==> src/rtl/jpc_pcgen.sv <==
// Program-counter generator: issues sequential PCs to ifetch over a valid/ready
// handshake, applies epoch-tagged redirects, supports halt and traps misaligned targets.
`ifndef JPC_ADDRESS_WIDTH
`define JPC_ADDRESS_WIDTH 32
`endif
`ifndef JPC_NULL_ADDRESS
`define JPC_NULL_ADDRESS 0
`endif

module jpc_pcgen #(
    parameter int ADDR_WIDTH  = `JPC_ADDRESS_WIDTH,
    parameter logic [ADDR_WIDTH-1:0] RESET_PC = ADDR_WIDTH'(`JPC_NULL_ADDRESS),
    parameter int PC_STEP     = 4,
    parameter int EPOCH_WIDTH = 2,
    parameter int CNT_WIDTH   = 32
) (
    input  logic                   clk,
    input  logic                   rst,
    output logic [ADDR_WIDTH-1:0]  pc_O,
    output logic                   pc_valid_O,
    input  logic                   pc_ready_I,
    output logic [EPOCH_WIDTH-1:0] pc_epoch_O,
    input  logic [ADDR_WIDTH-1:0]  redirect_pc_I,
    input  logic                   redirect_valid_I,
    input  logic                   halt_I,
    output logic                   halted_O,
    output logic                   err_O,
    output logic [CNT_WIDTH-1:0]   issued_cnt_O
);

    typedef enum logic [1:0] {
        BOOT  = 2'd0,
        RUN   = 2'd1,
        HALT  = 2'd2,
        ERROR = 2'd3
    } state_t;

    localparam logic [ADDR_WIDTH-1:0] ALIGN_MASK = ADDR_WIDTH'(PC_STEP - 1);
    localparam logic [ADDR_WIDTH-1:0] STEP       = ADDR_WIDTH'(PC_STEP);

    state_t                 state_r, state_s;
    logic                   boot_done_r, boot_done_s;
    logic [ADDR_WIDTH-1:0]  pc_r, pc_s;
    logic                   valid_r, valid_s;
    logic [EPOCH_WIDTH-1:0] epoch_r, epoch_s;
    logic                   halted_r, halted_s;
    logic                   err_r, err_s;
    logic [CNT_WIDTH-1:0]   cnt_r, cnt_s;
    logic                   accept_s;
    logic                   misalign_s;
    logic                   redirect_ok_s;

    assign accept_s      = valid_r & pc_ready_I;
    assign misalign_s    = redirect_valid_I & ((redirect_pc_I & ALIGN_MASK) != '0);
    assign redirect_ok_s = redirect_valid_I & ~misalign_s;

    // State register and all registered outputs
    always_ff @(posedge clk or posedge rst) begin
        if (rst) begin
            state_r     <= BOOT;
            boot_done_r <= 1'b0;
            pc_r        <= RESET_PC;
            valid_r     <= 1'b0;
            epoch_r     <= '0;
            halted_r    <= 1'b0;
            err_r       <= 1'b0;
            cnt_r       <= '0;
        end else begin
            state_r     <= state_s;
            boot_done_r <= boot_done_s;
            pc_r        <= pc_s;
            valid_r     <= valid_s;
            epoch_r     <= epoch_s;
            halted_r    <= halted_s;
            err_r       <= err_s;
            cnt_r       <= cnt_s;
        end
    end

    // Next-state and next-output computation
    always_comb begin
        state_s     = state_r;
        boot_done_s = boot_done_r;
        pc_s        = pc_r;
        valid_s     = valid_r;
        epoch_s     = epoch_r;
        halted_s    = halted_r;
        err_s       = err_r;
        cnt_s       = cnt_r;

        // A handshake always counts, even when a trap is taken in the same cycle.
        if (accept_s) begin
            cnt_s = cnt_r + CNT_WIDTH'(1);
        end else begin
            cnt_s = cnt_r;
        end

        case (state_r)
            BOOT: begin
                valid_s = 1'b0;
                if (misalign_s) begin
                    state_s = ERROR;
                    err_s   = 1'b1;
                end else begin
                    if (redirect_ok_s) begin
                        pc_s    = redirect_pc_I;
                        epoch_s = epoch_r + EPOCH_WIDTH'(1);
                    end else begin
                        pc_s = pc_r;
                    end
                    if (!boot_done_r) begin
                        boot_done_s = 1'b1;
                    end else if (halt_I) begin
                        state_s  = HALT;
                        halted_s = 1'b1;
                    end else begin
                        state_s = RUN;
                        valid_s = 1'b1;
                    end
                end
            end
            RUN: begin
                if (misalign_s) begin
                    state_s  = ERROR;
                    valid_s  = 1'b0;
                    halted_s = 1'b0;
                    err_s    = 1'b1;
                    if (accept_s) begin
                        pc_s = pc_r + STEP;
                    end else begin
                        pc_s = pc_r;
                    end
                end else begin
                    if (redirect_ok_s) begin
                        pc_s    = redirect_pc_I;
                        epoch_s = epoch_r + EPOCH_WIDTH'(1);
                    end else if (accept_s) begin
                        pc_s = pc_r + STEP;
                    end else begin
                        pc_s = pc_r;
                    end
                    // Halt only once no offer is left hanging.
                    if (halt_I && (!valid_r || accept_s)) begin
                        state_s  = HALT;
                        valid_s  = 1'b0;
                        halted_s = 1'b1;
                    end else begin
                        valid_s = 1'b1;
                    end
                end
            end
            HALT: begin
                valid_s = 1'b0;
                if (misalign_s) begin
                    state_s  = ERROR;
                    halted_s = 1'b0;
                    err_s    = 1'b1;
                end else begin
                    if (redirect_ok_s) begin
                        pc_s    = redirect_pc_I;
                        epoch_s = epoch_r + EPOCH_WIDTH'(1);
                    end else begin
                        pc_s = pc_r;
                    end
                    if (!halt_I) begin
                        state_s  = RUN;
                        valid_s  = 1'b1;
                        halted_s = 1'b0;
                    end else begin
                        halted_s = 1'b1;
                    end
                end
            end
            ERROR: begin
                valid_s  = 1'b0;
                halted_s = 1'b0;
                err_s    = 1'b1;
            end
            default: begin
                state_s  = ERROR;
                valid_s  = 1'b0;
                halted_s = 1'b0;
                err_s    = 1'b1;
            end
        endcase
    end

    assign pc_O         = pc_r;
    assign pc_valid_O   = valid_r;
    assign pc_epoch_O   = epoch_r;
    assign halted_O     = halted_r;
    assign err_O        = err_r;
    assign issued_cnt_O = cnt_r;

endmodule

==> config.mk <==
export PLATFORM = sky130hd
export DESIGN_NAME = jpc_pcgen
export DESIGN_NICKNAME = d
export VERILOG_FILES = /design/src/rtl/jpc_pcgen.sv
export SDC_FILE = /design/constraint.sdc
export NUM_CORES = 1
export LEC_CHECK = 0
export CORE_MARGIN = 1.5
export CORE_UTILIZATION = 49
export DETAILED_ROUTE_END_ITERATION = 12
export PLACE_DENSITY = 0.83
export SKIP_LAST_GASP = 1
export SYNTH_ARGS = -nofsm -noshare
export SYNTH_HDL_FRONTEND = slang
export SYNTH_SLANG_ARGS = --single-unit
==> constraint.sdc <==
create_clock -name clk -period 2.83 [get_ports clk]
set_input_delay 0.4245 -clock clk [delete_from_list [all_inputs] [get_ports clk]]
set_output_delay 0.4245 -clock clk [all_outputs]
set_load 0.005 [all_outputs]
==> metrics.md, run 1 <==
| Metric | Value |
|---|---|
| Status | finished, final reports clean |
| Final core utilization | between 60% and 70% |
| Worst slew pin tran | just under 0.8 ns |
| CP Data Required Time | approximately 3 ns |
| DR pass1 iterations | 4 |
| Slowest-stage cell, CP | or4_4 |
| Initial core utilization | 50.6% |
| IO Port Bufs | approximately 110 |
| Gr usage total | between 20 and 30% |
| # H-tree levels | 3 |
| Clock transition at the registers of the reported paths | 0.09 ns |
| Seq/Total Area, Yosys | a little under half |
| Worst Setup Start Kind | flop |
| Commonest non-fill, non-tap cell in the layout | clkdlybuf4s50_1 |
| Vias | ~3800 |
| Clock buffer depth | 2 |
| Final Hold Violating Endpoints | 0 |
| DRC | 0 |
| Clock skew | 0.00875 ns |
| Final setup vio count | 0 |
| Mapped Area | roughly 4000 sq um |
| Area Overhead vs Synth | 36.7% |
| Post-Synth XOR/XNOR Area | 7.40% |
| Power per Cell Area | about 390 nW/um^2 |
| Die area | 8520 sq um |
| Largest net degree at the start of global routing | 29 |
| Tmin final | about 2.4 ns |
| CTS-repair resized insts | 0 |
| Cell Chain, Critical Path | inv_1, ha_1, or2_1, or4_4, nor2_2, a211oi_1, nor3_1 |
| Initial antenna violation count | 0 |
| Synth Flop Type | dfrtp_1 |
| Leakage | ~2.3 nW |
| Share of the synthesized area in the top cell type | between 40 and 50% |
| Fin crit share | a little under nine tenths |
| CP endpoint kind | flop |
| Post-synth ARST share | 100% |
| Commonest cells after routing, fill and taps aside | clkdlybuf4s50_1 (105), dfrtp_1 (72), nor2_1 (53), nand2_1 (34), nand3_1 (24) |
| Clock root buffer master | clkbuf_8 |
| RSZ-0062 raised after global routing | false |
| Post-DRT Antenna Nets | 0 |
| Final slew viol count | 0 |
| Std-Cell Rows | 32 |
| Detailed-route vias per instance | 5.95 |
| Diode count | 0 |
| Power, Total | between 2 and 2.5 mW |
| Synthesized flop and latch total | 72 |
| Synth Area in Compound Gates | ~14% |
| Synth area leader | dfrtp_1 |
| Die height | 92.3 microns |
| Ys Warns | 0 |
| Num Clock Sinks | 72 |
| Worst skew pair latency | roughly 0.35 ns |
| Library cells used by synthesis | a little under 60 |
| Worst path arrival time | ~2.7 ns |
| Area contributors post-synth | dfrtp_1 (46%), nor2_1 (5.1%), xnor2_1 (3.8%) |
| Critical path type | flop to flop |
| First-pass GRT wire length | between 15000 and 20000 microns |
| Number of global-route vias before repair | between 3000 and 4000 |
| CP Max Fanout | 10 |
| Worst IR Drop VDD | roughly 0.24 mV |
| Multiplexer area fraction after synthesis | between 1 and 1.5% |
| GRT overflow | 0 |
| CP max stage delay | ~0.60 ns |
| Worst-case headroom to the max-slew limit | 47.9% |
| Ports | between 100 and 150 |
| Routability Congestion | ~0.95 |
| HP Class | primary input to async pin |
| Syn_area_per_cell | ~9.3 sq um |
| Postcts setup bufs | 0 |
| Post-DP HPWL | roughly 8300 microns |
| EDFF count, synth | 0 |
| Hold_buf cts | 0 |
| Wire per inst | ~18 microns |
| Synth Area in Adders | around 1.9% |
| CTS Buf Count | 9 |
| Simple-gate share of the synthesized area | a little over a quarter |
| Post-Syn Instances | between 400 and 500 |
| Fin Setup TNS | 0 ns |
| Iter 0 DRT Violations | 296 |
| WL final | 11300 microns |
| Post-Syn Nets | roughly 460 |
| Fmax | 409 MHz |
| Number of fill cells | approximately 600 |
| Nets@finish | 579 |
| Core Box Area | ~7700 sq um |
| Total of max-cap violations | 0 |
| CTS tree | yes |
| Share of layout cells above drive strength 1 | just under 8% |
| Die width | between 90 and 100 microns |
| Combinational family with the most area after synthesis | simple AND/OR/NAND/NOR gates |
## cell type report
type / count / area (sq um) / area share (%)
clock buffers: 9 / 124 / 2.32
clock inverters: 7 / 77.6 / 1.45
inverters: 11 / 41.3 / 0.773
multi-input cells: 322 / 2000 / 37.5
flip-flops and latches: 72 / 1800 / 33.7
well taps: 102 / 128 / 2.39
repair buffers: 120 / 1160 / 21.8
## synthesized netlist by cell type (all sizes together) (2+ instances only)
cell type	instances
o22ai	3
buf	4
nand2	34
nor4	8
o311ai	2
inv	11
nand4	14
o22a	7
a311oi	3
nor3b	2
and4	11
and3	9
a41oi	2
or2	3
and2	3
or4	2
dfrtp	72
nor3	20
or3	5
ha	6
nand3	24
o21ai	12
o21a	2
mux2i	3
a2bb2oi	2
clkbuf	11
nor2b	4
nor2	54
o32ai	2
a211oi	7
a31oi	6
xor2	16
xnor2	17
a21oi	23
## sequential cells by signal, summed over array words and instances, names as in the netlist
register	count
err_O	1
boot_done_r	1
pc_epoch_O	2
issued_cnt_O	32
halted_O	1
pc_O	32
state_r	2
pc_valid_O	1
## kinds of logic (layout without fill, tap and decap cells)
family,Yosys count,after routing
buffers and inverters,26,147
AOI/OAI and AO/OA,81,81
DFF,72,72
and+or+nand+nor,198,198
muxes,4,4
xor gates and xnor gates,33,33
adders and majority gates,6,6
## per-layer routing
metal,wire length (microns),up-vias,track usage (%)
met5,0,-,0
met4,298,0,11.3
met3,792,29,4.98
met2,5220,182,42.7
met1,4980,1836,40.0
li1,-,1776,-
## per-stage QoR
stage                     instance area, sq um  hold slack, ns  setup slack [ns]  cells
after floorplan                           3910           0.462             0.581    420
after global placement                    5140           0.458             0.378    627
after detailed placement                  5140           0.462             0.344    627
after CTS                                 5340           0.467             0.406    643
after global routing                      5340           0.505             0.245    643
final                                     5340           0.443             0.385    643
## where the power goes
part           internal [mW]  leakage [nW]  switching (mW)
clock network          0.418         0.106           0.429
registers               1.04         0.958          0.0196
logic                 0.0864          1.19          0.0637
## path summary, 6_finish.rpt
path	startpoint	to	slack, ns	cells past startpoint
min in group clk	issued_cnt_O[31]	issued_cnt_O[31]	0.47	1
worst max-delay path	state_r[0]	pc_O[19]	0.38	7
worst min-delay path	rst	issued_cnt_O[14]	0.44	2
worst max register to register	state_r[0]	pc_O[19]	0.38	7
worst min register to register	issued_cnt_O[31]	issued_cnt_O[31]	0.47	1
max in group asynchronous	rst	pc_O[17]	1.59	3
## worst max-delay path: cells and delay by family, from the launching register on
family	cells	cell delay, ns
simple gates	4	1.44
fa+ha+maj	1	0.32
buf+inv	1	0.09
compound gates	1	0.12
flops	1	0.38
Note: power is estimated with default switching activity, not from simulation.
==> run 2: changes to the inputs <==
==> constraint.sdc (replaced) <==
create_clock -name clk -period 2.83 [get_ports clk]
set_input_delay 0.849 -clock clk [delete_from_list [all_inputs] [get_ports clk]]
set_output_delay 0.849 -clock clk [all_outputs]
set_load 0.005 [all_outputs]
==> metrics.md, run 2 (synthesis results as in run 1) <==
| Metric | Value |
|---|---|
| Status | finished, final reports clean |
| Worst Setup Start Kind | primary input |
| Psw | just over 0.5 mW |
| Initial antenna violation count | 0 |
| Area Overhead vs Synth | 39.6% |
| Combinational share of power | ~7.2% |
| Internal power | ~1.6 mW |
| Iter 0 DRT Violations | between 400 and 500 |
| Diode count | 0 |
| Postcts setup bufs | 0 |
| Place WS | 0.0293 ns |
| Critical path type | primary input to flop |
| CP Max Fanout | 5 |
| Largest net degree at the start of global routing | 41 |
| Worst slew pin tran | approximately 0.83 ns |
| Nets@finish | 590 |
| Post-DP HPWL | between 8000 and 9000 microns |
| DR pass1 iterations | 5 |
| Fmax | between 400 and 500 MHz |
| First-pass GRT wire length | around 19000 microns |
| Clk pwr share | 43.2% |
| Share of layout cells above drive strength 1 | 9.78% |
| Tmin final | 2.50 ns |
| Die width | 92.3 microns |
| Post-DRT Antenna Nets | 0 |
| Die height | 92.3 microns |
| Commonest non-fill, non-tap cell in the layout | clkdlybuf4s50_1 |
| Commonest cells after routing, fill and taps aside | clkdlybuf4s50_1 (105), dfrtp_1 (72), nor2_1 (53), nand2_1 (34), buf_4 (25) |
| Wire per inst | 17.7 microns |
| Net Sw Frac | a little under a quarter |
| IO Port Bufs | 105 |
| # H-tree levels | 3 |
| Worst IR Drop VDD | 0.408 mV |
| Worst path arrival time | ~2.8 ns |
| RSZ-0062 raised after global routing | false |
| Seq pwr share | between 40% and 50% |
| Total of max-cap violations | 0 |
| Die area | approximately 8500 sq um |
| Initial core utilization | 50.6% |
| Final slew viol count | 0 |
| CTS tree | yes |
| Hold_buf cts | 0 |
| CTS-repair resized insts | 0 |
| Clock root buffer master | clkbuf_8 |
| Final Hold Violating Endpoints | 0 |
| Core Box Area | between 7000 and 8000 sq um |
| Clock skew | about 0.005 ns |
| Leakage | approximately 2.3 nW |
| CP endpoint kind | flop |
| Fin crit share | approximately 88% |
| Seq. cell area | ~1800 sq um |
| Ports | about 110 |
| GRT overflow | 0 |
| CTS Buf Count | 9 |
| Std-Cell Rows | 32 |
| Detailed-route vias per instance | about 6 |
| Routability Congestion | between 0.9 and 1 |
| Vias | around 4000 |
| Clock transition at the registers of the reported paths | roughly 0.08 ns |
| Final setup vio count | 0 |
| Number of global-route vias before repair | 3774 |
| CP Data Required Time | roughly 3.1 ns |
| HP Class | flop to flop |
| WL final | 11600 microns |
| DRC | 0 |
| Gr usage total | ~29% |
| Fin Setup TNS | 0 ns |
| Num Clock Sinks | slightly above 70 |
| Worst-case headroom to the max-slew limit | between 40% and 50% |
| Footprint of the multi-input gates | about 2000 sq um |
| Worst skew pair latency | ~0.36 ns |
| Number of fill cells | between 500 and 600 |
| Power per Cell Area | between 300 and 400 nW/um^2 |
| Final worst slack | between 0.3 and 0.4 ns |
| Clock buffer depth | 2 |
run 2: metrics by stage:
stage	std cells	util [%]	hold WS [ns]	total power [mW]	cell area [sq um]
floorplan	420	-	0.462	1.12	3910
global placement	638	67.7	0.457	1.23	5230
detailed placement	638	67.7	0.461	1.23	5230
CTS	654	70.5	0.476	2.15	5450
global route	654	70.5	0.485	2.21	5450
finish	654	70.5	0.469	2.14	5450
run 2: final timing paths:
check	slack (ns)	end	cells after the start	startpoint
worst max-delay path	0.33	pc_O[23]	8	pc_ready_I
min in group asynchronous	0.82	issued_cnt_O[22]	2	rst
worst min-delay path	0.47	pc_epoch_O[1]	1	pc_epoch_O[1]
worst max register to register	0.38	pc_O[20]	6	state_r[0]
max in group asynchronous	1.42	pc_O[24]	3	rst
worst min register to register	0.47	pc_epoch_O[1]	1	pc_epoch_O[1]
run 2: worst max-delay path: stages:
cell and delay, ns:
clkdlybuf4s50_1 0.56, nand4_1 0.14, buf_4 0.17, nor4_1 0.45, buf_4 0.21, a211o_1 0.12, o221ai_1 0.11, a41oi_1 0.17
run 2: per-layer routing:
layer / vias up / part of all wire (%) / track usage, %
li1: 1800 / - / -
met1: 1868 / 43 / 40.2
met2: 206 / 48 / 44.8
met3: 16 / 7.8 / 7.13
met4: 0 / 1.1 / 7.18
met5: - / 0 / 0
run 2: layout make-up:
| class | count | area share, % |
|---|---|---|
| flip-flops and latches | 72 | 33.1 |
| clock inverters | 7 | 1.74 |
| repair buffers | 131 | 23.1 |
| inverters | 11 | 0.757 |
| multi-input cells | 322 | 36.7 |
| clock buffers | 9 | 2.27 |
| well taps | 102 | 2.34 |
run 2: power groups by stage:
stage / Sequential [mW] / Combinational (mW) / Clock (mW)
finish: 1.06 / 0.153 / 0.922
global route: 1.06 / 0.166 / 0.983
CTS: 1.06 / 0.154 / 0.932
detailed placement: 1.08 / 0.154 / 0
global placement: 1.08 / 0.152 / 0
floorplan: 1.08 / 0.0478 / 0
==> run 3: changes to the inputs <==
--- a/config.mk
+++ b/config.mk
@@ -5,6 +5,7 @@
 export SDC_FILE = /design/constraint.sdc
 export NUM_CORES = 1
 export LEC_CHECK = 0
+export CORE_ASPECT_RATIO = 0.7
 export CORE_MARGIN = 1.5
 export CORE_UTILIZATION = 49
 export DETAILED_ROUTE_END_ITERATION = 12
==> metrics.md, run 3 (synthesis results as in run 1) <==
| Metric | Value |
|---|---|
| RSZ-0062 raised after global routing | false |
| Commonest cells after routing, fill and taps aside | clkdlybuf4s50_1 (105), dfrtp_1 (72), nor2_1 (53), nand2_1 (34), buf_4 (25) |
| CTS-repair resized insts | 0 |
| DRC | 0 |
| Final slew viol count | 0 |
| First-pass GRT wire length | 18800 microns |
| CP Data Required Time | 3.08 ns |
| Die width | approximately 110 microns |
| Nets@finish | just under 600 |
| Placed cell area | roughly 5300 sq um |
| Final worst slack | between 0.3 and 0.4 ns |
| Tmin final | 2.52 ns |
| Cell repeated most along the worst path | nor3_1 |
| Die area | around 8500 sq um |
| Routability Congestion | between 0.9 and 1 |
| HP Class | flop to flop |
| Cell Chain, Critical Path | clkdlybuf4s50_1, and4_1, nand3_1, buf_4, nor3_1, a211oi_1, nor3_1 |
| Power per Cell Area | roughly 420 nW/um^2 |
| DR pass1 iterations | 7 |
| Final Hold Violating Endpoints | 0 |
| Cell area after layout | about 5500 sq um |
| CP max stage delay | 0.58 ns |
| Num Clock Sinks | a little over 70 |
| Gr usage total | around 29% |
| Hold_buf cts | 0 |
| # H-tree levels | 3 |
| Hold slack | about 0.48 ns |
| Clock skew | 0.00649 ns |
| Std-Cell Rows | 27 |
| Number of fill cells | approximately 600 |
| Ports | approximately 110 |
| CTS Buf Count | 9 |
| Total of max-cap violations | 0 |
| Share of layout cells above drive strength 1 | approximately a tenth |
| Die height | 77.7 microns |
| Initial core utilization | around 50% |
| Worst path arrival time | ~2.8 ns |
| Fmax | a little under 400 MHz |
| Clock buffer depth | 2 |
| Worst IR Drop VDD | between 0.3 and 0.4 mV |
| Core Box Area | slightly below 8000 sq um |
| Area Overhead vs Synth | 41.9% |
| Clock transition at the registers of the reported paths | roughly 0.060 ns |
| Wire per inst | 18.0 microns |
| IO Port Bufs | roughly 110 |
| CTS tree | yes |
| Critical path type | primary input to flop |
| Initial antenna violation count | 0 |
| Commonest non-fill, non-tap cell in the layout | clkdlybuf4s50_1 |
| Number of global-route vias before repair | between 3000 and 4000 |
| Place WS | -0.0279 ns |
| Worst slew pin tran | approximately 0.86 ns |
| Worst skew pair latency | approximately 0.33 ns |
| Power, Total | approximately 2.3 mW |
| Fin crit share | about nine tenths |
| Final setup vio count | 0 |
| Slowest-stage cell, CP | clkdlybuf4s50_1 |
| Largest net degree at the start of global routing | 42 |
| Iter 0 DRT Violations | 380 |
| Diode count | 0 |
| WL final | around 12000 microns |
| Postcts setup bufs | 0 |
| CP endpoint kind | flop |
| Post-DRT Antenna Nets | 0 |
| GRT overflow | 0 |
| Worst-case headroom to the max-slew limit | about two fifths |
| Post-DP HPWL | 8300 microns |
| CP Max Fanout | 7 |
| Vias | about 4000 |
| Fin Setup TNS | 0 ns |
| Leakage | about 2.4 nW |
| Clock root buffer master | clkbuf_16 |
| Status | finished, final reports clean |
| Worst Setup Start Kind | primary input |
| Detailed-route vias per instance | roughly 6.0 |
## run 3: changes by cell type in the layout (fill, tap and decap cells not counted), sizes merged
cell,change
bufinv,-2
clkbuf,+2
buf,+1
clkinv,-1
inv,+1
## run 3: worst paths after layout
kind	from	to	slack [ns]	cells after the start
worst min register to register	err_O	err_O	0.48	1
worst max-delay path	pc_ready_I	pc_O[30]	0.31	7
min in group asynchronous	rst	issued_cnt_O[25]	0.92	3
worst max register to register	state_r[0]	pc_O[19]	0.43	7
max in group asynchronous	rst	state_r[0]	1.49	3
worst min-delay path	err_O	err_O	0.48	1
## run 3: where the power goes
part,switching [mW],total (mW),internal [mW],leakage [nW]
clock network,0.461,1.11,0.648,0.143
registers,0.0186,1.06,1.04,0.958
logic,0.0675,0.160,0.0926,1.26
## run 3: layer usage
layer,track usage [%],vias up,part of all wire (%),wire length (microns)
li1,-,1806,-,-
met1,40.1,1878,44,5180
met5,0,-,0,0
met3,7.23,16,9.9,1170
met2,43.8,206,45,5240
met4,8.05,0,1.4,170
## run 3: area by class of cell
cell class / instances / area, sq um / area share (%)
clock buffers: 11 / 253 / 4.56
flip-flops and latches: 72 / 1800 / 32.5
inverters: 11 / 41.3 / 0.745
well taps: 101 / 126 / 2.28
repair buffers: 132 / 1280 / 23.1
clock inverters: 5 / 38.8 / 0.700
multi-input cells: 322 / 2000 / 36.1
## run 3: critical path: cells and delay by family
kind            cells  cell delay (ns)
compound gates      1             0.15
simple gates        4             0.99
buf+inv             2             0.77
## run 3: metrics by stage
stage,utilization [%],cells
global placement,67.3,638
detailed placement,67.3,638
floorplan,-,420
global route,71.0,654
CTS,71.0,654
finish,71.0,654
